==> src/rtl/axis_rr_arbiter_if.sv <==
// AXI4-Stream bundle (tvalid/tready/tdata/tlast) shared by the requester and the
// master sides of the round-robin packet arbiter.
interface axis_rr_arbiter_if #(
    parameter int unsigned TDATA_WIDTH = 32
);
    logic                   tvalid;
    logic                   tready;
    logic [TDATA_WIDTH-1:0] tdata;
    logic                   tlast;

    modport master (output tvalid, output tdata, output tlast, input tready);
    modport slave  (input tvalid, input tdata, input tlast, output tready);
endinterface

==> src/rtl/axis_rr_arbiter.sv <==
// Two-requester AXI4-Stream packet arbiter: a packet is locked to one requester from
// first beat to tlast handshake, ties are broken round-robin, completed packets counted.
module axis_rr_arbiter #(
    parameter int unsigned C_AXIS_TDATA_WIDTH = 32,
    parameter int unsigned C_PKT_CNT_WIDTH    = 16
) (
    input  logic                       aclk,
    input  logic                       aresetn,
    axis_rr_arbiter_if.slave           s00_axis,
    axis_rr_arbiter_if.slave           s01_axis,
    axis_rr_arbiter_if.master          m00_axis,
    output logic                       grant_valid,
    output logic                       grant_id,
    output logic [C_PKT_CNT_WIDTH-1:0] pkt_cnt0,
    output logic [C_PKT_CNT_WIDTH-1:0] pkt_cnt1
);

    localparam int unsigned DW = C_AXIS_TDATA_WIDTH;
    localparam int unsigned CW = C_PKT_CNT_WIDTH;

    typedef enum logic {
        ST_IDLE = 1'b0,
        ST_BUSY = 1'b1
    } state_e;

    state_e          state_q, state_d;
    logic            grant_id_q, grant_id_d;
    logic            last_grant_q, last_grant_d;
    logic [CW-1:0]   pkt_cnt0_q, pkt_cnt0_d;
    logic [CW-1:0]   pkt_cnt1_q, pkt_cnt1_d;

    logic            busy;
    logic            sel_tvalid;
    logic            sel_tlast;
    logic [DW-1:0]   sel_tdata;
    logic            pkt_done;

    assign busy = (state_q == ST_BUSY);

    // Granted-port select; only visible on m00 while a packet is locked.
    always_comb begin
        sel_tvalid = s00_axis.tvalid;
        sel_tdata  = s00_axis.tdata;
        sel_tlast  = s00_axis.tlast;
        if (grant_id_q) begin
            sel_tvalid = s01_axis.tvalid;
            sel_tdata  = s01_axis.tdata;
            sel_tlast  = s01_axis.tlast;
        end
    end

    assign m00_axis.tvalid = busy & sel_tvalid;
    assign m00_axis.tdata  = busy ? sel_tdata : '0;
    assign m00_axis.tlast  = busy & sel_tlast;

    assign s00_axis.tready = busy & ~grant_id_q & m00_axis.tready;
    assign s01_axis.tready = busy &  grant_id_q & m00_axis.tready;

    assign pkt_done = busy & sel_tvalid & sel_tlast & m00_axis.tready;

    assign grant_valid = busy;
    assign grant_id    = grant_id_q;
    assign pkt_cnt0    = pkt_cnt0_q;
    assign pkt_cnt1    = pkt_cnt1_q;

    // Next-state: arbitrate in IDLE, hold the grant until the tlast handshake.
    always_comb begin
        state_d      = state_q;
        grant_id_d   = grant_id_q;
        last_grant_d = last_grant_q;
        pkt_cnt0_d   = pkt_cnt0_q;
        pkt_cnt1_d   = pkt_cnt1_q;
        unique case (state_q)
            ST_IDLE: begin
                if (s00_axis.tvalid && s01_axis.tvalid) begin
                    state_d    = ST_BUSY;
                    grant_id_d = ~last_grant_q;
                end else if (s00_axis.tvalid) begin
                    state_d    = ST_BUSY;
                    grant_id_d = 1'b0;
                end else if (s01_axis.tvalid) begin
                    state_d    = ST_BUSY;
                    grant_id_d = 1'b1;
                end
            end
            ST_BUSY: begin
                if (pkt_done) begin
                    state_d      = ST_IDLE;
                    last_grant_d = grant_id_q;
                    if (grant_id_q) begin
                        pkt_cnt1_d = pkt_cnt1_q + CW'(1);
                    end else begin
                        pkt_cnt0_d = pkt_cnt0_q + CW'(1);
                    end
                end
            end
            default: state_d = ST_IDLE;
        endcase
    end

    // last_grant resets to 1 so that port 0 wins the first tie.
    always_ff @(posedge aclk or negedge aresetn) begin
        if (!aresetn) begin
            state_q      <= ST_IDLE;
            grant_id_q   <= 1'b0;
            last_grant_q <= 1'b1;
            pkt_cnt0_q   <= '0;
            pkt_cnt1_q   <= '0;
        end else begin
            state_q      <= state_d;
            grant_id_q   <= grant_id_d;
            last_grant_q <= last_grant_d;
            pkt_cnt0_q   <= pkt_cnt0_d;
            pkt_cnt1_q   <= pkt_cnt1_d;
        end
    end

endmodule

==> src/flat_wrapper.sv <==
// flat-port wrapper written by rule: the top's interface ports become plain ports
module axis_rr_arbiter_flat 
#(
    parameter int unsigned C_AXIS_TDATA_WIDTH = 32,
    parameter int unsigned C_PKT_CNT_WIDTH    = 16
)
  (aclk, aresetn, grant_valid, grant_id, pkt_cnt0, pkt_cnt1, s00_axis_tvalid, s00_axis_tdata, s00_axis_tlast, s00_axis_tready, s01_axis_tvalid, s01_axis_tdata, s01_axis_tlast, s01_axis_tready, m00_axis_tvalid, m00_axis_tdata, m00_axis_tlast, m00_axis_tready);
  axis_rr_arbiter_if #(.TDATA_WIDTH((32))) s00_axis_i ();
  axis_rr_arbiter_if #(.TDATA_WIDTH((32))) s01_axis_i ();
  axis_rr_arbiter_if #(.TDATA_WIDTH((32))) m00_axis_i ();
  input  logic aclk;
  input  logic aresetn;
  output logic grant_valid;
  output logic grant_id;
  output logic [C_PKT_CNT_WIDTH-1:0] pkt_cnt0;
  output logic [C_PKT_CNT_WIDTH-1:0] pkt_cnt1;
  input wire logic [$bits(s00_axis_i.tvalid)-1:0] s00_axis_tvalid;
  input wire logic [$bits(s00_axis_i.tdata)-1:0] s00_axis_tdata;
  input wire logic [$bits(s00_axis_i.tlast)-1:0] s00_axis_tlast;
  output wire logic [$bits(s00_axis_i.tready)-1:0] s00_axis_tready;
  input wire logic [$bits(s01_axis_i.tvalid)-1:0] s01_axis_tvalid;
  input wire logic [$bits(s01_axis_i.tdata)-1:0] s01_axis_tdata;
  input wire logic [$bits(s01_axis_i.tlast)-1:0] s01_axis_tlast;
  output wire logic [$bits(s01_axis_i.tready)-1:0] s01_axis_tready;
  output wire logic [$bits(m00_axis_i.tvalid)-1:0] m00_axis_tvalid;
  output wire logic [$bits(m00_axis_i.tdata)-1:0] m00_axis_tdata;
  output wire logic [$bits(m00_axis_i.tlast)-1:0] m00_axis_tlast;
  input wire logic [$bits(m00_axis_i.tready)-1:0] m00_axis_tready;
  assign s00_axis_i.tvalid = s00_axis_tvalid;
  assign s00_axis_i.tdata = s00_axis_tdata;
  assign s00_axis_i.tlast = s00_axis_tlast;
  assign s00_axis_tready = s00_axis_i.tready;
  assign s01_axis_i.tvalid = s01_axis_tvalid;
  assign s01_axis_i.tdata = s01_axis_tdata;
  assign s01_axis_i.tlast = s01_axis_tlast;
  assign s01_axis_tready = s01_axis_i.tready;
  assign m00_axis_tvalid = m00_axis_i.tvalid;
  assign m00_axis_tdata = m00_axis_i.tdata;
  assign m00_axis_tlast = m00_axis_i.tlast;
  assign m00_axis_i.tready = m00_axis_tready;
  axis_rr_arbiter #(.C_AXIS_TDATA_WIDTH(C_AXIS_TDATA_WIDTH), .C_PKT_CNT_WIDTH(C_PKT_CNT_WIDTH)) u_core (.aclk(aclk), .aresetn(aresetn), .s00_axis(s00_axis_i), .s01_axis(s01_axis_i), .m00_axis(m00_axis_i), .grant_valid(grant_valid), .grant_id(grant_id), .pkt_cnt0(pkt_cnt0), .pkt_cnt1(pkt_cnt1));
endmodule
==> config.mk <==
export PLATFORM = sky130hd
export DESIGN_NAME = axis_rr_arbiter_flat
export DESIGN_NICKNAME = d
export VERILOG_FILES = /design/src/rtl/axis_rr_arbiter_if.sv /design/src/rtl/axis_rr_arbiter.sv /design/src/flat_wrapper.sv
export SDC_FILE = /design/constraint.sdc
export NUM_CORES = 1
export LEC_CHECK = 0
export BUFFER_PORTS_ARGS = -buffer_cell sky130_fd_sc_hd__clkbuf_2
export CAP_MARGIN = 20
export CELL_PAD_IN_SITES_DETAIL_PLACEMENT = 2
export CELL_PAD_IN_SITES_GLOBAL_PLACEMENT = 2
export CORE_AREA = 2 2 101 113
export DETAILED_ROUTE_END_ITERATION = 10
export DIE_AREA = 0 0 103 115
export GPL_TIMING_DRIVEN = 1
export PLACE_DENSITY = 0.79
export SYNTH_ARGS = -nofsm -noshare
export SYNTH_HDL_FRONTEND = slang
export SYNTH_SLANG_ARGS = --single-unit
==> constraint.sdc <==
create_clock -name aclk -period 1.3 [get_ports aclk]
set_input_delay 0.26 -clock aclk [delete_from_list [all_inputs] [get_ports aclk]]
set_output_delay 0.26 -clock aclk [all_outputs]
set_load 0.1 [all_outputs]
==> impl_results.md <==
* Syn avg cell area at 9.74 µm²
* RSZ-0062 raised after global routing: yes
* # nets final at 514
* Share of layout cells above drive strength 1 at 79.0%
* Vias at 2,640
* CTS tree: built
* Largest net degree at the start of global routing at 36
* Clock H-tree levels at 2
* Most common cell in the synthesized netlist: nor2_1
* Power Dens Cells at 2290 nW/µm²
* Leakage at 0.00248 µW
* Worst slew pin tran at 0.346 ns
* Worst Hold Class: in -> reg
* Port Buffer Count at 140
* Share of flip-flops with an asynchronous set or reset at 100%
* Syn nets at 289
* Worst slack at placement at -0.297 ns
* Seq/Total Area, Yosys at 41.7%
* Crit Path Category: reg -> out
* Met1 usage at 22.5%
* Bufs on Longest Clock Path at 2
* Core area at 10,700 µm²
* Number of global-route vias before repair at 3,116
* Worst path required time at 1.04 ns
* Worst Skew at 0.00582 ns
* Routed WL per cell at 22.2 µm
* DRT Pass-1 Iters at 4
* Met3 GRT Util at 4.56%
* Final Hold Viols at 0
* Synth warnings at 0
* Max Freq at 536 MHz
* Clk Latency, worst-skew pair at 0.29 ns
* Max-slew violation count at 0
* Max transition margin at 76.9%
* Min cycle time layout at 1.86 ns
* Placed Area at 4900 µm²
* Post-synth top flop: dfrtp_1
* Inserted Diodes at 0
* FP Rows at 40
* Arrival time at the worst endpoint at 1.60 ns
* Number of max-cap violations at 0
* Flops & latches, synth at 35
* Initial antenna violation count at 0
* CTS root buf: clkbuf_16
* Post-route cell area at 5760 µm²
* Grt peak-use layer: met2
* P&R area growth vs syn at 174%
* EDFF count, synth at 0
* Count of unique library cells instantiated by Yosys at 30
* Top post-synthesis cells by count: 41 x nor2_1, 34 x dfrtp_1, 34 x mux2i_1
* Ports at 141
* Synth Instances at 216
* Synth Cell Area at 2100 µm²
* Clk sink count at 35
* # setup viols final at 87
* Global-route usage over all layers at 21.3%
* Top-area cell type share of the netlist area at 40.5%
* Via density at 4.48
* DRC viols at 0
* VDD IR max at 1.86 mV
* Failing checks: negative setup slack
* First-pass GRT wire length at 18,800 µm
* GR Overflow Total at 0
* Outcome: finished with violations
* HPWL after detailed placement at 8080 µm
* Non-Filler Instances at 589
* Crit share post-route at 143%
* Area leader, netlist: dfrtp_1
* DRT iter0 DRCs at 59
* Initial Util at 19.6%
* Die Area at 11,800 µm²
* DP Cell Count at 553
* Die Span Y at 115 µm
* Critical Path Start Type: flop
* Crit path max fanout at 11
* CTS buffer count at 5
* Synth area leaders: dfrtp_1 40%, mux2i_1 16%, xnor2_1 9.6%
* Placer Congestion at 0.763
* WL final at 13,100 µm
* Final worst setup slack at -0.565 ns
* Reg clk slew, reported paths at 0.06 ns
* GRT met2 Usage at 41.2%
* Die Wd at 103 µm
* Worst Setup End Kind: output port
* Antenna viol nets, final at 0
## area by class of cell
| cell class | instances | area (µm²) |
|---|---|---|
| multi-input combinational | 168 | 1820 |
| tap | 147 | 184 |
| timing repair buffer | 225 | 2610 |
| fill | 1037 | 4950 |
| clock buffer | 8 | 156 |
| inverter | 6 | 38.8 |
| sequential | 35 | 953 |
## worst paths after layout
| check | from | endpoint | slack [ns] | cells after the start |
|---|---|---|---|---|
| worst max-delay path | u_core.grant_id | m00_axis_tdata[3] | -0.56 | 4 |
| min in group asynchronous | aresetn | u_core.pkt_cnt0[15] | 0.48 | 3 |
| worst min register to register | u_core.last_grant_q | u_core.last_grant_q | 0.48 | 2 |
| max in group asynchronous | aresetn | u_core.last_grant_q | 0.57 | 3 |
| worst min-delay path | s00_axis_tvalid | u_core.grant_valid | 0.40 | 3 |
| worst max register to register | u_core.grant_id | u_core.pkt_cnt1[6] | -0.50 | 7 |
## sequential cells by signal (all words and copies together), names as in the netlist
register,count
u_core.grant_id,1
u_core.grant_valid,1
u_core.last_grant_q,1
u_core.pkt_cnt0,16
u_core.pkt_cnt1,16
## cell usage in the layout (no fill, tap or decap), drive strengths merged
cell	n
nand3	11
inv	4
nand4	12
mux2	2
ha	2
nor3	3
nor2	41
clkbuf	78
dlygate4sd3	1
buf	154
dfstp	1
nand2	15
nand3b	2
mux2i	34
xor2	7
o31a	1
clkinvlp	1
a32o	1
and2	1
nor4	6
xnor2	23
nand2b	1
and3	4
and4	1
clkinv	1
a21oi	1
dfrtp	34
## power breakdown
part / leakage, µW / switching, µW / internal, µW
clock network: 0.0000772 / 483 / 817
logic: 0.00198 / 6180 / 4180
registers: 0.000420 / 230 / 1310
## metrics by stage
stage                     power [µW]  util, %  setup TNS (ns)  hold slack [ns]
final                          13200     53.8          -31.54            0.402
after CTS                      12800     52.0          -27.83            0.397
after global routing           13600     53.8          -35.74            0.422
after global placement         10300     45.7          -11.54            0.237
after detailed placement       10500     45.7          -14.27            0.256
after floorplan                 7160        -          -30.08          -0.0356
## critical path: stages (launching register included)
cell	delay (ns)
dfrtp_4	0.57
buf_12	0.20
mux2i_4	0.20
nor2_4	0.15
buf_12	0.18
## routing by layer
layer | share of wire, % | routed length [µm] | vias to the layer above
met2 | 56 | 7370 | 116
met5 | 0 | 0 | -
met4 | 1.9 | 249 | 0
li1 | - | - | 1196
met3 | 6.8 | 886 | 15
met1 | 35 | 4600 | 1313
## timing repair
action / CTS / global route
endpoints found under the hold margin: 34 / 0
gates resized for setup: 76 / 20
endpoints found under the setup margin: 89 / 88
pin swaps: 23 / 4
buffers inserted: 16 / 15
hold buffers: 1 / 0
cloned: 2 / 0
## kinds of logic (layout without fill, tap and decap cells)
family	count (synthesis)	count (layout)	share of synthesized area, %
XOR/XNOR	30	30	12.5
AND/OR/NAND/NOR	97	97	23.6
AO/OA/AOI/OAI	3	3	1.13
multiplexers	36	36	17.3
buffers and inverters	13	239	2.68
flip-flops	35	35	41.7
adder cells (fa/ha/maj)	2	2	1.19
Power figures use the tool's default switching activity.
